==> config.mk <==
export PLATFORM = sky130hd
export DESIGN_NAME = id_ex_stage
export DESIGN_NICKNAME = d
export VERILOG_FILES = /design/src/rtl/id_ex_stage.sv
export SDC_FILE = /design/constraint.sdc
export NUM_CORES = 1
export LEC_CHECK = 0
export BUFFER_PORTS_ARGS = -buffer_cell sky130_fd_sc_hd__buf_4
export CAP_MARGIN = 10
export CORE_AREA = 4 4 170 172
export CTS_CLUSTER_DIAMETER = 80
export DETAILED_ROUTE_END_ITERATION = 10
export DIE_AREA = 0 0 174 176
export GPL_TIMING_DRIVEN = 0
export PLACE_DENSITY_LB_ADDON = 0.15
export SYNTH_ARGS = -nofsm -noshare
export SYNTH_HDL_FRONTEND = slang
export SYNTH_SLANG_ARGS = --single-unit
==> constraint.sdc <==
create_clock -name clk -period 3.5 [get_ports clk]
set_input_delay 1.05 -clock clk [delete_from_list [all_inputs] [get_ports clk]]
set_output_delay 1.05 -clock clk [all_outputs]
set_load 0.01 [all_outputs]
==> src/rtl/id_ex_stage.sv <==
`default_nettype none
// ============================================================================
// Module   : id_ex_stage
// Brief    : ID/EX pipeline register with EX/MEM/WB operand forwarding,
//            load-use stall, branch flush, downstream hold and bubble counter.
// Revision : 1.0 - initial release
// ============================================================================
module id_ex_stage #(
  parameter int XLEN   = 32,
  parameter int CTRL_W = 12
) (
  input  logic              clk,
  input  logic              rst,
  input  logic              id_valid,
  input  logic [XLEN-1:0]   id_pc,
  input  logic [XLEN-1:0]   id_imm,
  input  logic [4:0]        id_rs1,
  input  logic [4:0]        id_rs2,
  input  logic              id_use_rs1,
  input  logic              id_use_rs2,
  input  logic [4:0]        id_rd,
  input  logic              id_reg_write,
  input  logic              id_mem_read,
  input  logic [CTRL_W-1:0] id_ctrl,
  input  logic [XLEN-1:0]   rf_rdata1,
  input  logic [XLEN-1:0]   rf_rdata2,
  input  logic [XLEN-1:0]   ex_alu_result,
  input  logic [4:0]        mem_rd,
  input  logic              mem_reg_write,
  input  logic [XLEN-1:0]   mem_fwd_data,
  input  logic [4:0]        wb_rd,
  input  logic              wb_reg_write,
  input  logic [XLEN-1:0]   wb_data,
  input  logic              flush,
  input  logic              ex_hold,
  output logic              stall_out,
  output logic              ex_valid,
  output logic [XLEN-1:0]   ex_pc,
  output logic [XLEN-1:0]   ex_imm,
  output logic [XLEN-1:0]   ex_op1,
  output logic [XLEN-1:0]   ex_op2,
  output logic [4:0]        ex_rs1,
  output logic [4:0]        ex_rs2,
  output logic [4:0]        ex_rd,
  output logic              ex_reg_write,
  output logic              ex_mem_read,
  output logic [CTRL_W-1:0] ex_ctrl,
  output logic [15:0]       bubble_count
);

  localparam logic [15:0] c_BUBBLE_MAX = 16'hFFFF;

  logic              r_ex_valid;
  logic [XLEN-1:0]   r_ex_pc;
  logic [XLEN-1:0]   r_ex_imm;
  logic [XLEN-1:0]   r_ex_op1;
  logic [XLEN-1:0]   r_ex_op2;
  logic [4:0]        r_ex_rs1;
  logic [4:0]        r_ex_rs2;
  logic [4:0]        r_ex_rd;
  logic              r_ex_reg_write;
  logic              r_ex_mem_read;
  logic [CTRL_W-1:0] r_ex_ctrl;
  logic [15:0]       r_bubble_count;

  logic              w_ex_fwd_en;
  logic              w_lu;
  logic              w_bubble;
  logic [XLEN-1:0]   w_op1;
  logic [XLEN-1:0]   w_op2;

  // A load in EX has no data yet, so it is excluded from EX forwarding.
  assign w_ex_fwd_en = r_ex_valid && r_ex_reg_write && !r_ex_mem_read;

  function automatic logic [XLEN-1:0] f_fwd(
    input logic [4:0]      src,
    input logic [XLEN-1:0] rf_val
  );
    logic [XLEN-1:0] v;
    if (src == 5'd0)
      v = '0;
    else if (w_ex_fwd_en && (r_ex_rd == src))
      v = ex_alu_result;
    else if (mem_reg_write && (mem_rd == src))
      v = mem_fwd_data;
    else if (wb_reg_write && (wb_rd == src))
      v = wb_data;
    else
      v = rf_val;
    return v;
  endfunction

  assign w_op1 = f_fwd(id_rs1, rf_rdata1);
  assign w_op2 = f_fwd(id_rs2, rf_rdata2);

  assign w_lu = r_ex_valid && r_ex_mem_read && r_ex_reg_write && (r_ex_rd != 5'd0) &&
                id_valid && ((id_use_rs1 && (id_rs1 == r_ex_rd)) ||
                             (id_use_rs2 && (id_rs2 == r_ex_rd)));

  assign w_bubble  = flush || w_lu;
  assign stall_out = !rst && (ex_hold || (w_lu && !flush));

  always_ff @(posedge clk) begin
    if (rst || (!ex_hold && w_bubble)) begin
      r_ex_valid     <= 1'b0;
      r_ex_pc        <= '0;
      r_ex_imm       <= '0;
      r_ex_op1       <= '0;
      r_ex_op2       <= '0;
      r_ex_rs1       <= '0;
      r_ex_rs2       <= '0;
      r_ex_rd        <= '0;
      r_ex_reg_write <= 1'b0;
      r_ex_mem_read  <= 1'b0;
      r_ex_ctrl      <= '0;
    end else if (!ex_hold) begin
      r_ex_valid     <= id_valid;
      r_ex_pc        <= id_pc;
      r_ex_imm       <= id_imm;
      r_ex_op1       <= w_op1;
      r_ex_op2       <= w_op2;
      r_ex_rs1       <= id_rs1;
      r_ex_rs2       <= id_rs2;
      r_ex_rd        <= id_rd;
      r_ex_reg_write <= id_valid && id_reg_write;
      r_ex_mem_read  <= id_valid && id_mem_read;
      r_ex_ctrl      <= id_ctrl;
    end
  end

  // Only load-use bubbles are counted; flush bubbles are not stalls.
  always_ff @(posedge clk) begin
    if (rst)
      r_bubble_count <= '0;
    else if (!ex_hold && !flush && w_lu && (r_bubble_count != c_BUBBLE_MAX))
      r_bubble_count <= r_bubble_count + 16'd1;
  end

  assign ex_valid     = r_ex_valid;
  assign ex_pc        = r_ex_pc;
  assign ex_imm       = r_ex_imm;
  assign ex_op1       = r_ex_op1;
  assign ex_op2       = r_ex_op2;
  assign ex_rs1       = r_ex_rs1;
  assign ex_rs2       = r_ex_rs2;
  assign ex_rd        = r_ex_rd;
  assign ex_reg_write = r_ex_reg_write;
  assign ex_mem_read  = r_ex_mem_read;
  assign ex_ctrl      = r_ex_ctrl;
  assign bubble_count = r_bubble_count;

endmodule
`default_nettype wire

==> summary.md <==
| Metric | Value |
|---|---|
| Routed wl met2 | `18500 µm` |
| Slew margin rel. | `0.375` |
| DIE HEIGHT | `176 µm` |
| Multi-input logic area | `4540 µm²` |
| Worst Path Arrival | `2.33 ns` |
| Post-Syn Area | `8720 µm²` |
| Worst-case clock skew | `0.0134 ns` |
| Max VDD drop | `0.000326 V` |
| Final worst-path cycle share | `0.965` |
| Grt ovf | `0` |
| Worst skew pair latency | `0.43 ns` |
| Synth area leaders | `dfxtp_1 (40%), mux2i_1 (10%), nor2_1 (6.4%)` |
| Top delay family on crit path | `buffers and inverters` |
| Cell chain of the critical path | `buf_4 > xor2_1 > nor3_2 > a2bb2o_1 > buf_6 > a21oi_1 > nor2_1 > buf_4` |
| Crit path max-delay cell type | `nor3_2` |
| Die width | `174 µm` |
| Status | `completed` |
| Ys async rst share | `0` |
| Max-cap viol count | `0` |
| Routed wl met3 | `3200 µm` |
| Post-synth EDFFs | `0` |
| Max Clock Freq | `0.296 GHz` |
| Synth area leader | `dfxtp_1` |
| Total Routing Usage GR | `0.233` |
| Min-Delay Path Class | `register to register` |
| Leakage power | `5.95 nW` |
| Starting DRC count in detailed routing | `583` |
| Met1 WL | `15100 µm` |
| Number of port buffers | `440` |
| Worst setup EP type | `output pin` |
| Core Region | `27500 µm²` |
| Routed Antenna Nets | `0` |
| Worst-Margin Slew | `0.928 ns` |
| Pins Over Slew Limit | `0` |
| Final nets | `1700` |
| Synth Net Count | `1243` |
| DRT Pass-1 Iters | `5` |
| WS Path Type | `primary input to output pin` |
| Crit path time final | `3.38 ns` |
| TritonCTS clock tree | `done` |
| Final number of setup-violating endpoints | `0` |
| Worst-path clk slew | `0.07 ns` |
| Cell mode on critical path | `buf_4` |
| I/O pin count | `447` |
| Post-synthesis sequential area ratio | `0.400` |
| Final Hold Fails | `0` |
| CTS sink count | `174` |
| Pin count of the biggest net entering global routing | `21` |
| CP max FO | `16` |
| Vias in the first global route | `9029` |
| Initial Util | `0.317` |
| Synthesized area per cell | `8.99 µm²` |
| Register cell area after layout | `3480 µm²` |
| WL/cell | `21.0 µm` |
| Clk buf depth | `2` |
| Power density cells | `392 nW/µm²` |
| Area growth from synthesis to layout | `50.2%` |
| Fill cell count | `2711` |
| Cells after Synth | `970` |
| Synth unique cells | `47` |
| Delay of the slowest cell on the worst path | `0.26 ns` |
| Die Area | `30600 µm²` |
| Row cnt | `61` |
| Area share of the leading cell type in the synthesized netlist | `0.400` |
| Post-CTS setup buffers | `0` |
| Total CTS buffers | `17` |
| Final WL | `37600 µm` |
| CP bufs+invs | `3` |
| Register bit total from synthesis | `174` |
| Final Power | `0.00514 W` |
| Critical path required time | `2.45 ns` |
| Top layer used by detailed routing | `met4` |
| Post-DR vias/cell | `5.01` |
| DR vias | `8948` |
| RSZ-0062 raised after global routing | `false` |
| Gpl congestion | `0.928` |
| Ys Warns | `0` |
| Worst hold slack | `0.500 ns` |
| Post-DP HPWL | `29600 µm` |
| Clock Root Buffer | `clkbuf_16` |
| First-pass GRT wire length | `55400 µm` |
| DRC viols | `0` |
| H-tree levels | `4` |
| Crit start category | `primary input` |
| Initial antenna violation count | `1` |
| Layout cell share with drive strength beyond 1 | `0.392` |
| Dominant synthesized flop cell | `dfxtp_1` |
==> registers in the layout, indices dropped and copies added, names as in the netlist <==
| name | flops |
|---|---|
| ex_pc | 32 |
| bubble_count | 16 |
| ex_op2 | 32 |
| ex_reg_write | 1 |
| ex_ctrl | 12 |
| ex_rd | 5 |
| ex_rs2 | 5 |
| ex_mem_read | 1 |
| ex_valid | 1 |
| ex_rs1 | 5 |
| ex_imm | 32 |
| ex_op1 | 32 |
==> cells in the final DEF, fill, tap and decap left out, types with 27 or more instances in the layout <==
cell type and instances:
xor2_1 34, a21oi_1 38, dfxtp_1 174, a311o_1 32, a31o_1 28, nor2_1 148, a22oi_1 66, o21ai_0 34
mux2i_1 91, clkbuf_1 27, buf_4 442, a21oi_2 32, nand2_1 136
==> cell families after synthesis <==
family | Yosys count | share of synthesized area
AO/OA/AOI/OAI | 241 | 0.209
XOR/XNOR | 43 | 0.0432
adder cells (fa/ha/maj) | 1 | 0.00144
buffers and inverters | 84 | 0.0801
flip-flops | 174 | 0.400
multiplexers | 91 | 0.105
AND/OR/NAND/NOR | 336 | 0.162
==> cells in the mapped netlist (6+ instances only) <==
cell / n
mux2i_1: 91
buf_12: 6
xor2_1: 34
o21ai_0: 34
a21oi_2: 32
and3_1: 6
nand3_1: 19
clkbuf_8: 8
a22oi_1: 66
a311o_1: 32
buf_6: 15
nand2_1: 136
a21oi_1: 38
xnor2_1: 9
dfxtp_1: 174
nor2_1: 148
dlymetal6s2s_1: 6
clkbuf_1: 27
buf_2: 16
a31o_1: 28
==> worst paths after layout <==
check / start / end / slack [ns] / cells past startpoint
max: id_rs2[4] / stall_out / 0.12 / 8
min: bubble_count[1]$_SDFFE_PP0P_ / bubble_count[1]$_SDFFE_PP0P_ / 0.50 / 2
max reg2reg: ex_rd[4]$_SDFFE_PP0N_ / ex_op1[19]$_SDFFE_PP0N_ / 0.94 / 6
min reg2reg: bubble_count[1]$_SDFFE_PP0P_ / bubble_count[1]$_SDFFE_PP0P_ / 0.50 / 2
==> power by group <==
group / leakage (nW) / switching [W] / internal (W) / total, W
Combinational: 4.21 / 0.000441 / 0.000508 / 0.000949
Sequential: 1.42 / 0.0000562 / 0.00207 / 0.00213
Clock: 0.307 / 0.00101 / 0.00105 / 0.00206
==> tightest hold or removal path, delay by kind of cell (launching register included) <==
family / cells / cell delay [ns]
compound gates: 1 / 0.05
flops: 1 / 0.34
simple gates: 1 / 0.06
==> cell type report <==
type | count | area share
Inverter | 1 | 0.000287
Clock inverter | 15 | 0.0161
Multi-Input combinational cell | 712 | 0.347
Sequential cell | 174 | 0.266
Tap cell | 346 | 0.0331
Clock buffer | 17 | 0.0325
Antenna cell | 1 | 0.000191
Buffer | 81 | 0.0530
Timing Repair Buffer | 440 | 0.252
==> timing repair <==
action / 4_1_cts / 5_1_grt
endpoints found under the setup margin: 1 / 1
endpoints found under the hold margin: 0 / 0
hold buffers: 0 / 0
resized for setup: 3 / 1
pin swaps: 0 / 0
==> metal layers <==
layer | up-vias | track usage
met5 | - | 0
met4 | 0 | 0.0637
met3 | 37 | 0.0775
met2 | 375 | 0.408
met1 | 4195 | 0.275
li1 | 4341 | -
==> metrics by stage <==
stage | utilization | cell area (µm²) | instances | worst slack (ns) | setup TNS, ns
3_5_place_dp | 0.453 | 12500 | 1756 | -0.443 | -0.443
6_report | 0.477 | 13100 | 1787 | 0.124 | 0
5_1_grt | 0.477 | 13100 | 1787 | 0.00891 | 0
4_1_cts | 0.476 | 13100 | 1786 | 0.0828 | 0
2_1_floorplan | - | 8720 | 970 | 0.185 | 0
3_3_place_gp | 0.453 | 12500 | 1756 | -0.448 | -0.448
Power figures use the tool's default switching activity.
